[src/rtl/video_frame_arbiter.sv]
// Frame-level round-robin arbiter sharing one Avalon-ST RGB565 video input between two sources.
// Grants a source from SOP to EOP, passes the beat path combinationally and checks frame length.
module video_frame_arbiter #(
    parameter int unsigned FRAME_PIXELS = 76800,
    parameter int unsigned CNT_W        = 17
) (
    input  logic        clk,
    input  logic        reset_n,
    input  logic        enable,
    input  logic        valid_in0,
    input  logic [15:0] data_in0,
    input  logic        sop_in0,
    input  logic        eop_in0,
    input  logic        valid_in1,
    input  logic [15:0] data_in1,
    input  logic        sop_in1,
    input  logic        eop_in1,
    output logic        ready_out0,
    output logic        ready_out1,
    input  logic        ready_in,
    output logic        valid_out,
    output logic [15:0] data_out,
    output logic        sop_out,
    output logic        eop_out,
    output logic [1:0]  grant,
    output logic        frame_done,
    output logic        frame_err,
    output logic [15:0] drop_count
);

    localparam logic [CNT_W-1:0] FrameCnt = FRAME_PIXELS[CNT_W-1:0];
    localparam logic [CNT_W:0]   FrameLen = {1'b0, FrameCnt};
    localparam logic [CNT_W:0]   CntOne   = 1;

    typedef enum logic [1:0] {StIdle, StG0, StG1} state_e;

    state_e            state_q, state_d;
    logic              last_grant_q, last_grant_d;
    logic [CNT_W-1:0]  pix_cnt_q, pix_cnt_d;
    logic [15:0]       drop_count_q, drop_count_d;
    logic              frame_done_q, frame_done_d;
    logic              frame_err_q, frame_err_d;

    logic              drop0, drop1, req0, req1;
    logic              g_valid, g_sop, g_eop, xfer;
    logic [CNT_W:0]    cnt_inc;
    logic [16:0]       drop_sum;

    assign drop0   = valid_in0 & ~sop_in0;
    assign drop1   = valid_in1 & ~sop_in1;
    assign req0    = enable & valid_in0 & sop_in0;
    assign req1    = enable & valid_in1 & sop_in1;
    assign g_valid = (state_q == StG1) ? valid_in1 : valid_in0;
    assign g_sop   = (state_q == StG1) ? sop_in1 : sop_in0;
    assign g_eop   = (state_q == StG1) ? eop_in1 : eop_in0;
    assign xfer    = g_valid & ready_in;

    always_ff @(posedge clk) begin
        if (!reset_n) begin
            state_q      <= StIdle;
            last_grant_q <= 1'b1;
            pix_cnt_q    <= '0;
            drop_count_q <= '0;
            frame_done_q <= 1'b0;
            frame_err_q  <= 1'b0;
        end else begin
            state_q      <= state_d;
            last_grant_q <= last_grant_d;
            pix_cnt_q    <= pix_cnt_d;
            drop_count_q <= drop_count_d;
            frame_done_q <= frame_done_d;
            frame_err_q  <= frame_err_d;
        end
    end

    always_comb begin
        state_d      = state_q;
        last_grant_d = last_grant_q;
        pix_cnt_d    = pix_cnt_q;
        drop_count_d = drop_count_q;
        frame_done_d = 1'b0;
        frame_err_d  = 1'b0;
        cnt_inc      = {1'b0, pix_cnt_q} + CntOne;
        drop_sum     = {1'b0, drop_count_q} + {16'b0, drop0} + {16'b0, drop1};
        unique case (state_q)
            StIdle: begin
                drop_count_d = drop_sum[16] ? 16'hFFFF : drop_sum[15:0];
                pix_cnt_d    = '0;
                // On a tie the source that did not own the last frame wins.
                if (req0 && req1) begin
                    state_d = last_grant_q ? StG0 : StG1;
                end else if (req0) begin
                    state_d = StG0;
                end else if (req1) begin
                    state_d = StG1;
                end
            end
            StG0, StG1: begin
                if (xfer) begin
                    if (g_sop && (pix_cnt_q != '0)) begin
                        frame_err_d = 1'b1;
                        pix_cnt_d   = {{(CNT_W-1){1'b0}}, 1'b1};
                    end else begin
                        // Counter parks at the frame length so overrun is reported once.
                        if (pix_cnt_q != FrameCnt) begin
                            pix_cnt_d = cnt_inc[CNT_W-1:0];
                        end
                        if (!g_eop && (cnt_inc == FrameLen)) begin
                            frame_err_d = 1'b1;
                        end
                    end
                    if (g_eop) begin
                        state_d      = StIdle;
                        last_grant_d = (state_q == StG1);
                        frame_done_d = 1'b1;
                        if (cnt_inc != FrameLen) begin
                            frame_err_d = 1'b1;
                        end
                    end
                end
            end
            default: state_d = StIdle;
        endcase
    end

    always_comb begin
        valid_out  = 1'b0;
        data_out   = 16'h0;
        sop_out    = 1'b0;
        eop_out    = 1'b0;
        ready_out0 = 1'b0;
        ready_out1 = 1'b0;
        grant      = 2'b00;
        unique case (state_q)
            StIdle: begin
                ready_out0 = drop0;
                ready_out1 = drop1;
            end
            StG0: begin
                valid_out  = valid_in0;
                data_out   = data_in0;
                sop_out    = sop_in0;
                eop_out    = eop_in0;
                ready_out0 = ready_in;
                grant      = 2'b01;
            end
            StG1: begin
                valid_out  = valid_in1;
                data_out   = data_in1;
                sop_out    = sop_in1;
                eop_out    = eop_in1;
                ready_out1 = ready_in;
                grant      = 2'b10;
            end
            default: ;
        endcase
    end

    assign frame_done = frame_done_q;
    assign frame_err  = frame_err_q;
    assign drop_count = drop_count_q;

endmodule

[config.mk]
export PLATFORM = sky130hd
export DESIGN_NAME = video_frame_arbiter
export DESIGN_NICKNAME = d
export VERILOG_FILES = /design/src/rtl/video_frame_arbiter.sv
export SDC_FILE = /design/constraint.sdc
export NUM_CORES = 1
export LEC_CHECK = 0
export CAP_MARGIN = 20
export CORE_MARGIN = 2
export CORE_UTILIZATION = 50
export DETAILED_ROUTE_END_ITERATION = 6
export PLACE_DENSITY_LB_ADDON = 0.12
export RECOVER_POWER = 25
export SLEW_MARGIN = 10
export SYNTH_ARGS = -nofsm -noshare
export SYNTH_HDL_FRONTEND = slang
export SYNTH_SLANG_ARGS = --single-unit
[constraint.sdc]
create_clock -name clk -period 5.01 [get_ports clk]
set_clock_uncertainty 0.05 [all_clocks]
set_input_delay 1.503 -clock clk [delete_from_list [all_inputs] [get_ports clk]]
set_output_delay 1.503 -clock clk [all_outputs]
set_load 0.005 [all_outputs]
; Yosys cells after proc, flatten, opt, wreduce, memory -nomap -nowiden
; Index checks and enable logic that the tools add are counted.
[word_totals]
reg_bits = 38
inputBits = 42
out_inout_bits = 41
elab_cells = 66
[classes]
n_addsub = 3
eq_ne = 9
n_mux = 27
n_bitwise = 9
n_reduce_logical = 12
[op_table]
columns = op, n
row1 = $mux 17, 3
row2 = $pmux 17 s2, 1
row3 = $pmux 16 s2, 1
row4 = $add 17x1->18 const B, 1
row5 = $eq 18x17->1 const B, 1
row6 = $ne 18x17->1 const B, 1
row7 = $add 16x1->17, 1
row8 = $add 17x1->17, 1
row9 = $ne 17x17->1 const B, 1
row10 = $reduce_bool 17->1, 1
row11 = $mux 16, 1
row12 = $mux 2, 6
row13 = $reduce_and 3->1, 4
row14 = $pmux 1 s2, 5
row15 = $mux 1, 8
row16 = $pmux 2 s2, 2
row17 = $and 1x1->1, 7
row18 = $ne 2x2->1 const B, 2
row19 = $ne 4x4->1 const B, 1
row20 = $logic_and 1x1->1, 3
row21 = $ne 3x3->1 const B, 1
row22 = $eq 2x1->1 const B, 1
row23 = $eq 2x2->1 const B, 1
row24 = $logic_not 2->1, 1
row25 = 4 further kinds, 5

; Depth between registers and ports, before layout
; Gate-level depths: netlist (run 1).
[depth]
ltp_word = 8
mapped_depth = 9

; Least setup slack after synthesis (run 1)
; Ideal clock, no wire load.
[synth_path]
kind = in2reg
startpoint = input sop_in0
endpoint = register drop_count_q[7], in the netlist drop_count[7]
setup_ps = 73
arrival_time_ps = 3336
required_time_ps = 4887
path_slack_ps = 1551
stages = 9
path_cell_list = nand2b_1 > fa_1 > inv_1 > ha_1 > nand3_1 > nor4_1 > nand3_1 > clkbuf_1 > a21oi_1
[synth_between]
elab_chain_cells = 5
[synth_lines]
columns = element, line_no
row1 = "start, declared", 12  ; input logic sop_in0,
row2 = $not 1->1, 49  ; assign drop0 = valid_in0 & ~sop_in0;
row3 = $and 1x1->1, 49
row4 = $add 16x1->17, 84  ; drop_sum = {1'b0, drop_count_q} + {16'b0, drop0} + {16'b0, drop1};
row5 = $add 17x1->17, 84
row6 = $mux 16, 87  ; drop_count_d = drop_sum[16] ? 16'hFFFF : drop_sum[15:0];
row7 = "end signal, assigned", 70  ; drop_count_q <= drop_count_d;
row8 = "end, declared", 40  ; logic [15:0] drop_count_q, drop_count_d;
; No other way between the ends.
; A chain may end at the register's enable or synchronous reset.

; Worst setup path after layout (run 1)
[layout_path]
startpoint = input valid_in1
endpoint = output ready_out1
[layout_between]
elab_chain_cells = 2
[layout_lines]
columns = element, line_no
row1 = "start, declared", 14  ; input logic valid_in1,
row2 = $and 1x1->1, 50  ; assign drop1 = valid_in1 & ~sop_in1;
row3 = $pmux 1 s2, 134  ; unique case (state_q)
row4 = "end, declared", 19  ; output logic ready_out1,
; No other way between the ends.

==> results of run 1 <==
==> cell usage after synthesis (all sizes together) (2+ instances only) <==
cell     number  share of area
a22oi        19          0.056
inv          13          0.019
nand4        11          0.027
or3           3         0.0093
a21oi        26          0.052
o31ai         6          0.021
nand2b        5          0.012
nor2         38          0.056
nand3        14          0.027
dfxtp        38           0.30
or4           4          0.016
nand3b        2         0.0059
and3          6          0.015
xnor2         5          0.017
buf           8          0.018
a31oi         2         0.0049
mux2i         7          0.027
o41ai         3          0.010
clkbuf       13          0.019
o211ai        5          0.017
o21ai        27          0.053
nor2b         2         0.0049
o2111ai       4          0.014
nor4          8          0.025
a2111oi       2         0.0068
and2          2         0.0049
a21o          2         0.0059
ha            7          0.034
nand2        26          0.038
nor3          5         0.0098
xor2         12          0.041
==> power groups by stage <==
stage	Combinational (W)	Sequential [W]	Clock [W]
floorplan	0.000138	0.000324	0
global placement	0.000229	0.000324	0
detailed placement	0.000231	0.000324	0
CTS	0.000232	0.000317	0.000210
global route	0.000253	0.000318	0.000222
finish	0.000231	0.000317	0.000205
==> worst max-delay path by stage <==
stage / start / endpoint / slack, ns / cells after the start
final: valid_in1 / ready_out1 / 0.52 / 4
after global routing: valid_in1 / valid_out / 0.46 / 4
after CTS: valid_in0 / ready_out0 / 0.58 / 4
after detailed placement: sop_in1 / ready_out1 / 0.59 / 4
after global placement: sop_in0 / ready_out0 / 0.61 / 4
after floorplan: sop_in0 / drop_count[7] / 1.55 / 9
==> flip-flops by register name, summed over array words and instances (netlist names) <==
register      count
drop_count       16
frame_done        1
frame_err         1
last_grant_q      1
pix_cnt_q        17
state_q           2
==> cells by family after synthesis <==
| family | synth area share |
|---|---|
| muxes | 0.0273 |
| xor gates and xnor gates | 0.0581 |
| AOI/OAI and AO/OA | 0.254 |
| adders and majority gates | 0.0420 |
| and+or+nand+nor | 0.265 |
| DFF | 0.297 |
| buffers and inverters | 0.0571 |
==> layout by cell type, fill, tap and decap left out, types with 12 or more instances in the layout <==
cell type | netlist | routed
sky130_fd_sc_hd__clkdlybuf4s50_1 | 0 | 65
sky130_fd_sc_hd__nor2_1 | 38 | 38
sky130_fd_sc_hd__dfxtp_1 | 38 | 38
sky130_fd_sc_hd__nand2_1 | 26 | 26
sky130_fd_sc_hd__a21oi_1 | 25 | 25
sky130_fd_sc_hd__a22oi_1 | 19 | 19
sky130_fd_sc_hd__o21ai_1 | 17 | 17
sky130_fd_sc_hd__dlygate4sd3_1 | 0 | 17
sky130_fd_sc_hd__nand3_1 | 14 | 14
sky130_fd_sc_hd__inv_1 | 13 | 13
sky130_fd_sc_hd__xor2_1 | 12 | 12
==> worst max-delay path, cell delays in order <==
cell	delay [ns]
sky130_fd_sc_hd__dlygate4sd3_1	0.63
sky130_fd_sc_hd__nand2b_1	0.11
sky130_fd_sc_hd__o21ai_0	0.16
sky130_fd_sc_hd__clkdlybuf4s50_1	0.53
==> metrics by stage <==
stage | cells | worst slack (ns)
after floorplan | 335 | 1.55
after global placement | 468 | 0.607
after detailed placement | 468 | 0.594
after CTS | 474 | 0.583
after global routing | 474 | 0.460
final | 474 | 0.520
==> area by class of cell <==
type / count / area share
multi-input combinational: 262 / 0.477
timing repair buffer: 84 / 0.240
sequential: 38 / 0.219
tap: 70 / 0.0252
clock buffer: 6 / 0.0238
inverter: 14 / 0.0151
==> routing by layer <==
layer | vias to the layer above | share of wire | GRT usage
li1 | 1373 | - | -
met1 | 1279 | 0.45 | 0.332
met2 | 117 | 0.46 | 0.405
met3 | 12 | 0.077 | 0.0463
met4 | 0 | 0.015 | 0.0604
met5 | - | 0 | 0
==> results.rst, run 1 <==
.. list-table::
   :header-rows: 1

   * - Metric
     - Value
   * - Outcome
     - completed
   * - Number of cell rows
     - 26
   * - TritonCTS clock tree
     - built
   * - FF-to-FF End
     - pix_cnt_q[11]
   * - Relative slew slack
     - 0.476
   * - Vias post-DR
     - 2781
   * - MaxCap Viol Count
     - 0
   * - Vias per Instance
     - 5.87
   * - Syn. warnings
     - 0
   * - Async set-reset flop share out of synthesis
     - 0
   * - Fin nets
     - 455
   * - Detailed Route Iter0 Violations
     - 238
   * - Static leakage
     - 1.25 nW
   * - Setup total negative slack
     - 0 ns
   * - CP Launch Type
     - input port
   * - Cell count of the worst reg-to-reg path
     - 8
   * - Post_cts resized
     - 0
   * - Die width
     - 75.6 um
   * - Area taken by flip-flops and latches
     - 761 um^2
   * - Total CTS buffers
     - 5
   * - Maximum buffer depth of the clock tree
     - 2
   * - Sequential cell fraction of total power
     - 0.421
   * - Estimated wirelength of the detail-placed design
     - 5310 um
   * - Post-CTS clock slew at the launch and capture registers of the worst setup and hold paths
     - 0.07 ns
   * - Die area
     - 5720 um^2
   * - Overall power consumption
     - 0.000753 W
   * - Placed inst area
     - approximately 3400 um^2
   * - Total of flip-flops plus latches after synthesis
     - 38
   * - Synthesized area per cell
     - 7.65 um^2
   * - Required time of the critical path
     - 3.46 ns
   * - Worst r2r src
     - pix_cnt_q[0]
   * - Latest clock arrival within the worst-skew pair
     - between 0.2 and 0.3 ns
   * - Via count of the first global-routing pass
     - roughly 2300
   * - First-pass GRT wire length
     - about 11000 um
   * - Initial antenna violation count
     - 0
   * - EDFF count, synth
     - 0
   * - Switching portion of total power
     - 0.304
   * - Number of clock sinks
     - 38
   * - Setup Fix Bufs, Post-CTS
     - 0
   * - Top FF cell, synth
     - sky130_fd_sc_hd__dfxtp_1
   * - I/O pin count
     - 83
   * - P&R area growth vs syn
     - 35.6%
   * - Type of the most critical hold path
     - reg2reg
   * - Post-detailed-route count of antenna-violating nets
     - 0
   * - Quantity of hold-fixing buffers added after cts
     - 0
   * - Kind of end point of the critical path
     - output port
   * - Min Tclk post-route
     - roughly 4.5 ns
   * - Multi-input combinational cell area
     - between 1500 and 2000 um^2
   * - Net switching power
     - 0.000229 W
   * - Starting density of the core
     - 0.508
   * - Transition time at the pin with the least slew margin
     - roughly 0.78 ns
   * - DIE HEIGHT
     - 75.6 um
   * - Number of antenna diodes
     - 0
   * - RSZ-0062 raised after global routing
     - no
   * - Syn Inst Count
     - 335
   * - Share of final-layout standard cells stronger than drive strength 1
     - 0.0470
   * - Core area
     - 5040 um^2
   * - Worst hold path depth
     - 2
   * - Internal power
     - between 0.0005 and 0.0006 W
   * - Final max-slew violation count
     - 0
   * - Ratio of total power to cell area
     - 217 nW/um^2
   * - Final design instance area without fill
     - 3480 um^2
   * - Unique masters post-synth
     - 50
   * - Average routed wire per standard cell
     - 15.2 um
   * - Global-route congestion overflow total
     - 0
   * - Endpoints failing setup
     - 0
   * - Number of remaining DRC errors
     - 0
   * - Worst VDD drop
     - 143 uV
   * - Fin Hold WS
     - 0.429 ns
   * - R2r setup slk
     - 2.15 ns
   * - Hold path endpoint
     - state_q[1]
   * - Filler Cells Inserted
     - 432
   * - Setup CP Type
     - in2out
   * - Min-Delay Startpoint
     - state_q[1]
   * - Clock share of power
     - 0.272
   * - Relative contribution of combinational cells to total power
     - 0.307
   * - Critical path arrival
     - 2.94 ns
   * - Max frequency
     - 223 MHz
   * - Final wirelength
     - 7200 um
   * - Share of the core filled with cells
     - 0.689
   * - IO buf count
     - 82
   * - Total iterations of the first detailed-routing run
     - 6
   * - Synthesized Nets
     - 385
   * - Number of failing hold endpoints at the final stage
     - 0
   * - Largest net degree at the start of global routing
     - 27
   * - Proportion of synthesized chip area in sequential cells
     - 0.297
   * - Synthesized cell area
     - around 2600 um^2
   * - Period utilisation layout
     - 0.896
   * - Maximum level of the CTS H-tree
     - 2
   * - CTS Root Cell
     - sky130_fd_sc_hd__clkbuf_8
   * - Routability congestion estimate from global placement
     - 0.884
   * - Worst-path maximum fanout
     - 5
   * - Total routing resource utilization after global routing
     - 0.245
(Power assumes the default switching activity.)
==> run 2: changes to the inputs <==
--- a/config.mk
+++ b/config.mk
@@ -5,12 +5,14 @@
 export SDC_FILE = /design/constraint.sdc
 export NUM_CORES = 1
 export LEC_CHECK = 0
+export ABC_AREA = 1
 export CAP_MARGIN = 20
 export CORE_MARGIN = 2
-export CORE_UTILIZATION = 50
+export CORE_UTILIZATION = 52
 export DETAILED_ROUTE_END_ITERATION = 6
-export PLACE_DENSITY_LB_ADDON = 0.12
+export PLACE_DENSITY_LB_ADDON = 0.2
 export RECOVER_POWER = 25
+export SETUP_SLACK_MARGIN = 0.02
 export SLEW_MARGIN = 10
 export SYNTH_ARGS = -nofsm -noshare
 export SYNTH_HDL_FRONTEND = slang
==> results.rst, run 2 <==
.. list-table::
   :header-rows: 1

   * - Metric
     - Value
   * - Setup CP Type
     - in2out
   * - Die area
     - 5950 um^2
   * - Number of cell rows
     - 26
   * - First-pass GRT wire length
     - around 13000 um
   * - Async set-reset flop share out of synthesis
     - 0
   * - Sequential cell fraction of total power
     - 0.307
   * - Ratio of total power to cell area
     - 369 nW/um^2
   * - Critical path buffers and inverters
     - 2
   * - Endpoints failing setup
     - 0
   * - Latest clock arrival within the worst-skew pair
     - 0.29 ns
   * - EDFF count, synth
     - 0
   * - Clock share of power
     - 0.166
   * - Worst VDD drop
     - 245 uV
   * - Synthesized area per cell
     - around 5.9 um^2
   * - Syn Inst Count
     - 469
   * - I/O pin count
     - 83
   * - Unique masters post-synth
     - 36
   * - Cells along the critical path
     - dlygate4sd3_1 > nand2_1 > a21oi_1 > clkdlybuf4s50_1
   * - Most frequent cell after synthesis
     - sky130_fd_sc_hd__nand2_1
   * - RSZ-0062 raised after global routing
     - no
   * - IO buf count
     - slightly above 80
   * - Syn. warnings
     - 0
   * - Internal power
     - 0.000750 W
   * - P&R area growth vs syn
     - 33.3%
   * - Leading post-synthesis cells by instance count
     - sky130_fd_sc_hd__nand2_1 (157), sky130_fd_sc_hd__nor2_1 (57), sky130_fd_sc_hd__inv_1 (45), sky130_fd_sc_hd__dfxtp_1 (38), sky130_fd_sc_hd__nand3_1 (37)
   * - Min Tclk post-route
     - 4.44 ns
   * - Number of clock sinks
     - 38
   * - Share of final-layout standard cells stronger than drive strength 1
     - 0.0533
   * - Vias post-DR
     - approximately 3200
   * - Initial antenna violation count
     - 0
   * - Outcome
     - completed
   * - Total CTS buffers
     - 5
   * - Global-route congestion overflow total
     - 0
   * - Number of failing hold endpoints at the final stage
     - 0
   * - Placed inst area
     - roughly 3600 um^2
   * - Static leakage
     - 1.60 nW
   * - Estimated wirelength of the detail-placed design
     - 5990 um
   * - Relative contribution of combinational cells to total power
     - 0.527
   * - Fin nets
     - 593
   * - Largest net degree at the start of global routing
     - 24
   * - Post-detailed-route count of antenna-violating nets
     - 0
   * - DIE HEIGHT
     - 77.1 um
   * - Most common library cell in the layout ignoring fill and taps
     - sky130_fd_sc_hd__nand2_1
   * - Period utilisation layout
     - 0.886
   * - Max frequency
     - 225 MHz
   * - Setup Fix Bufs, Post-CTS
     - 0
   * - Routability congestion estimate from global placement
     - 0.888
   * - Synthesized Nets
     - 519
   * - Via count of the first global-routing pass
     - 2900
   * - Post-CTS clock slew at the launch and capture registers of the worst setup and hold paths
     - 0.07 ns
   * - Fin Hold WS
     - 0.467 ns
   * - Top FF cell, synth
     - sky130_fd_sc_hd__dfxtp_1
   * - Share of the core filled with cells
     - 0.721
   * - Total of flip-flops plus latches after synthesis
     - 38
   * - Net switching power
     - 0.000617 W
   * - Biggest cell delay along the critical path
     - 0.57 ns
   * - Leading cell types in the layout, fill and taps excluded
     - sky130_fd_sc_hd__nand2_1 (157), sky130_fd_sc_hd__clkdlybuf4s50_1 (65), sky130_fd_sc_hd__nor2_1 (57), sky130_fd_sc_hd__inv_1 (45), sky130_fd_sc_hd__dfxtp_1 (38)
   * - Kind of end point of the critical path
     - output port
   * - Type of the most critical hold path
     - reg2reg
   * - Yosys top cell by area
     - sky130_fd_sc_hd__dfxtp_1
   * - TritonCTS clock tree
     - built
   * - Quantity of hold-fixing buffers added after cts
     - 0
   * - Vias per Instance
     - between 5 and 6
   * - Core area
     - just over 5000 um^2
   * - Dominant delay contributor by cell family on the critical path
     - buffers and inverters
   * - Most flop-heavy register
     - pix_cnt_q
   * - Maximum level of the CTS H-tree
     - 2
   * - Total routing resource utilization after global routing
     - 0.266
   * - Main area contributors after synthesis
     - sky130_fd_sc_hd__dfxtp_1 (27%), sky130_fd_sc_hd__nand2_1 (21%), sky130_fd_sc_hd__nor2_1 (7.7%), sky130_fd_sc_hd__nand3_1 (6.7%), sky130_fd_sc_hd__a21oi_1 (6.5%)
   * - Largest register FFs
     - 17
   * - Detailed Route Iter0 Violations
     - 182
   * - Maximum buffer depth of the clock tree
     - 2
   * - Switching portion of total power
     - 0.452
   * - Total iterations of the first detailed-routing run
     - 5
   * - Final max-slew violation count
     - 0
   * - Critical path arrival
     - ~2.9 ns
   * - Proportion of synthesized chip area in sequential cells
     - 0.274
   * - Required time of the critical path
     - around 3.5 ns
   * - Final design instance area without fill
     - around 3700 um^2
   * - Relative slew slack
     - 0.486
   * - CTS Root Cell
     - sky130_fd_sc_hd__clkbuf_8
   * - Proportion of netlist area held by the largest area contributor
     - 0.274
   * - Setup total negative slack
     - 0 ns
   * - CP Launch Type
     - input port
   * - Number of remaining DRC errors
     - 0
   * - Starting density of the core
     - 0.541
   * - Standard cell with the maximum stage delay on the critical path
     - sky130_fd_sc_hd__dlygate4sd3_1
   * - Number of antenna diodes
     - 0
   * - Post_cts resized
     - 0
   * - Average routed wire per standard cell
     - ~13 um
   * - Synthesized cell area
     - 2780 um^2
   * - Worst-path maximum fanout
     - 3
   * - MaxCap Viol Count
     - 0
   * - Transition time at the pin with the least slew margin
     - between 0.7 and 0.8 ns
   * - Final wirelength
     - 7990 um
   * - Die width
     - roughly 77 um
-- run 2: cell types whose count changed after synthesis, moves of 5 or more --
| cell | delta |
|---|---|
| sky130_fd_sc_hd__a21oi_1 | +11 |
| sky130_fd_sc_hd__a22oi_1 | -19 |
| sky130_fd_sc_hd__and3_1 | -6 |
| sky130_fd_sc_hd__clkbuf_1 | -6 |
| sky130_fd_sc_hd__inv_1 | +32 |
| sky130_fd_sc_hd__mux2i_1 | -7 |
| sky130_fd_sc_hd__nand2_1 | +131 |
| sky130_fd_sc_hd__nand2_2 | +6 |
| sky130_fd_sc_hd__nand2b_1 | -5 |
| sky130_fd_sc_hd__nand3_1 | +23 |
| sky130_fd_sc_hd__nor2_1 | +19 |
| sky130_fd_sc_hd__nor2_2 | +6 |
| sky130_fd_sc_hd__nor4_1 | -5 |
| sky130_fd_sc_hd__o21ai_1 | -16 |
-- run 2: stage by stage --
stage	std cells	total power, W	setup slack (ns)
6_report	614	0.00137	0.572
5_1_grt	614	0.00149	0.462
4_1_cts	614	0.00137	0.627
3_5_place_dp	606	0.00114	0.616
3_3_place_gp	606	0.00112	0.650
2_1_floorplan	469	0.000926	1.66
-- run 2: cell families after synthesis --
logic type | synth area share
xor+xnor | 0.0347
simple gates | 0.457
compound gates | 0.103
fa+ha+maj | 0.0387
buf+inv | 0.0927
flops | 0.274
-- run 2: worst paths after layout --
check / from / cells after the start / slack (ns) / end
min: drop_count[14] / 2 / 0.47 / drop_count[14]
max reg2reg: state_q[0] / 11 / 2.37 / pix_cnt_q[1]
max: valid_in1 / 4 / 0.57 / valid_out
min reg2reg: drop_count[14] / 2 / 0.47 / drop_count[14]
-- run 2: final cells by class --
type	instances	area, um^2
Sequential cell	38	761
Multi-Input combinational cell	368	1760
Clock inverter	1	5.00
Fill cell	467	1430
Timing Repair Buffer	83	828
Tap cell	70	87.6
Clock buffer	7	86.3
Inverter	47	176
-- run 2: worst register-to-register path, stage by stage, from the launching register on --
cell and delay, ns:
sky130_fd_sc_hd__dfxtp_1 0.33, sky130_fd_sc_hd__inv_1 0.10, sky130_fd_sc_hd__ha_1 0.67, sky130_fd_sc_hd__nand2_1 0.18, sky130_fd_sc_hd__nand2_1 0.12, sky130_fd_sc_hd__nand2_1 0.08
sky130_fd_sc_hd__nor2_1 0.21, sky130_fd_sc_hd__nand2_2 0.21, sky130_fd_sc_hd__nand2_2 0.38, sky130_fd_sc_hd__nand2_1 0.09, sky130_fd_sc_hd__nand2_1 0.08, sky130_fd_sc_hd__nor2_1 0.04
-- run 2: routing by layer --
layer | global-route usage | share of wire
met1 | 0.341 | 0.44
met2 | 0.460 | 0.48
met3 | 0.0471 | 0.057
met4 | 0.0679 | 0.016
met5 | 0 | 0
-- run 2: power groups by stage --
stage          logic [W]  clock network [W]  registers (W)
2_1_floorplan   0.000520                  0       0.000406
3_3_place_gp    0.000699                  0       0.000421
3_5_place_dp    0.000714                  0       0.000423
4_1_cts         0.000720           0.000230       0.000417
5_1_grt         0.000819           0.000242       0.000427
6_report        0.000720           0.000227       0.000419
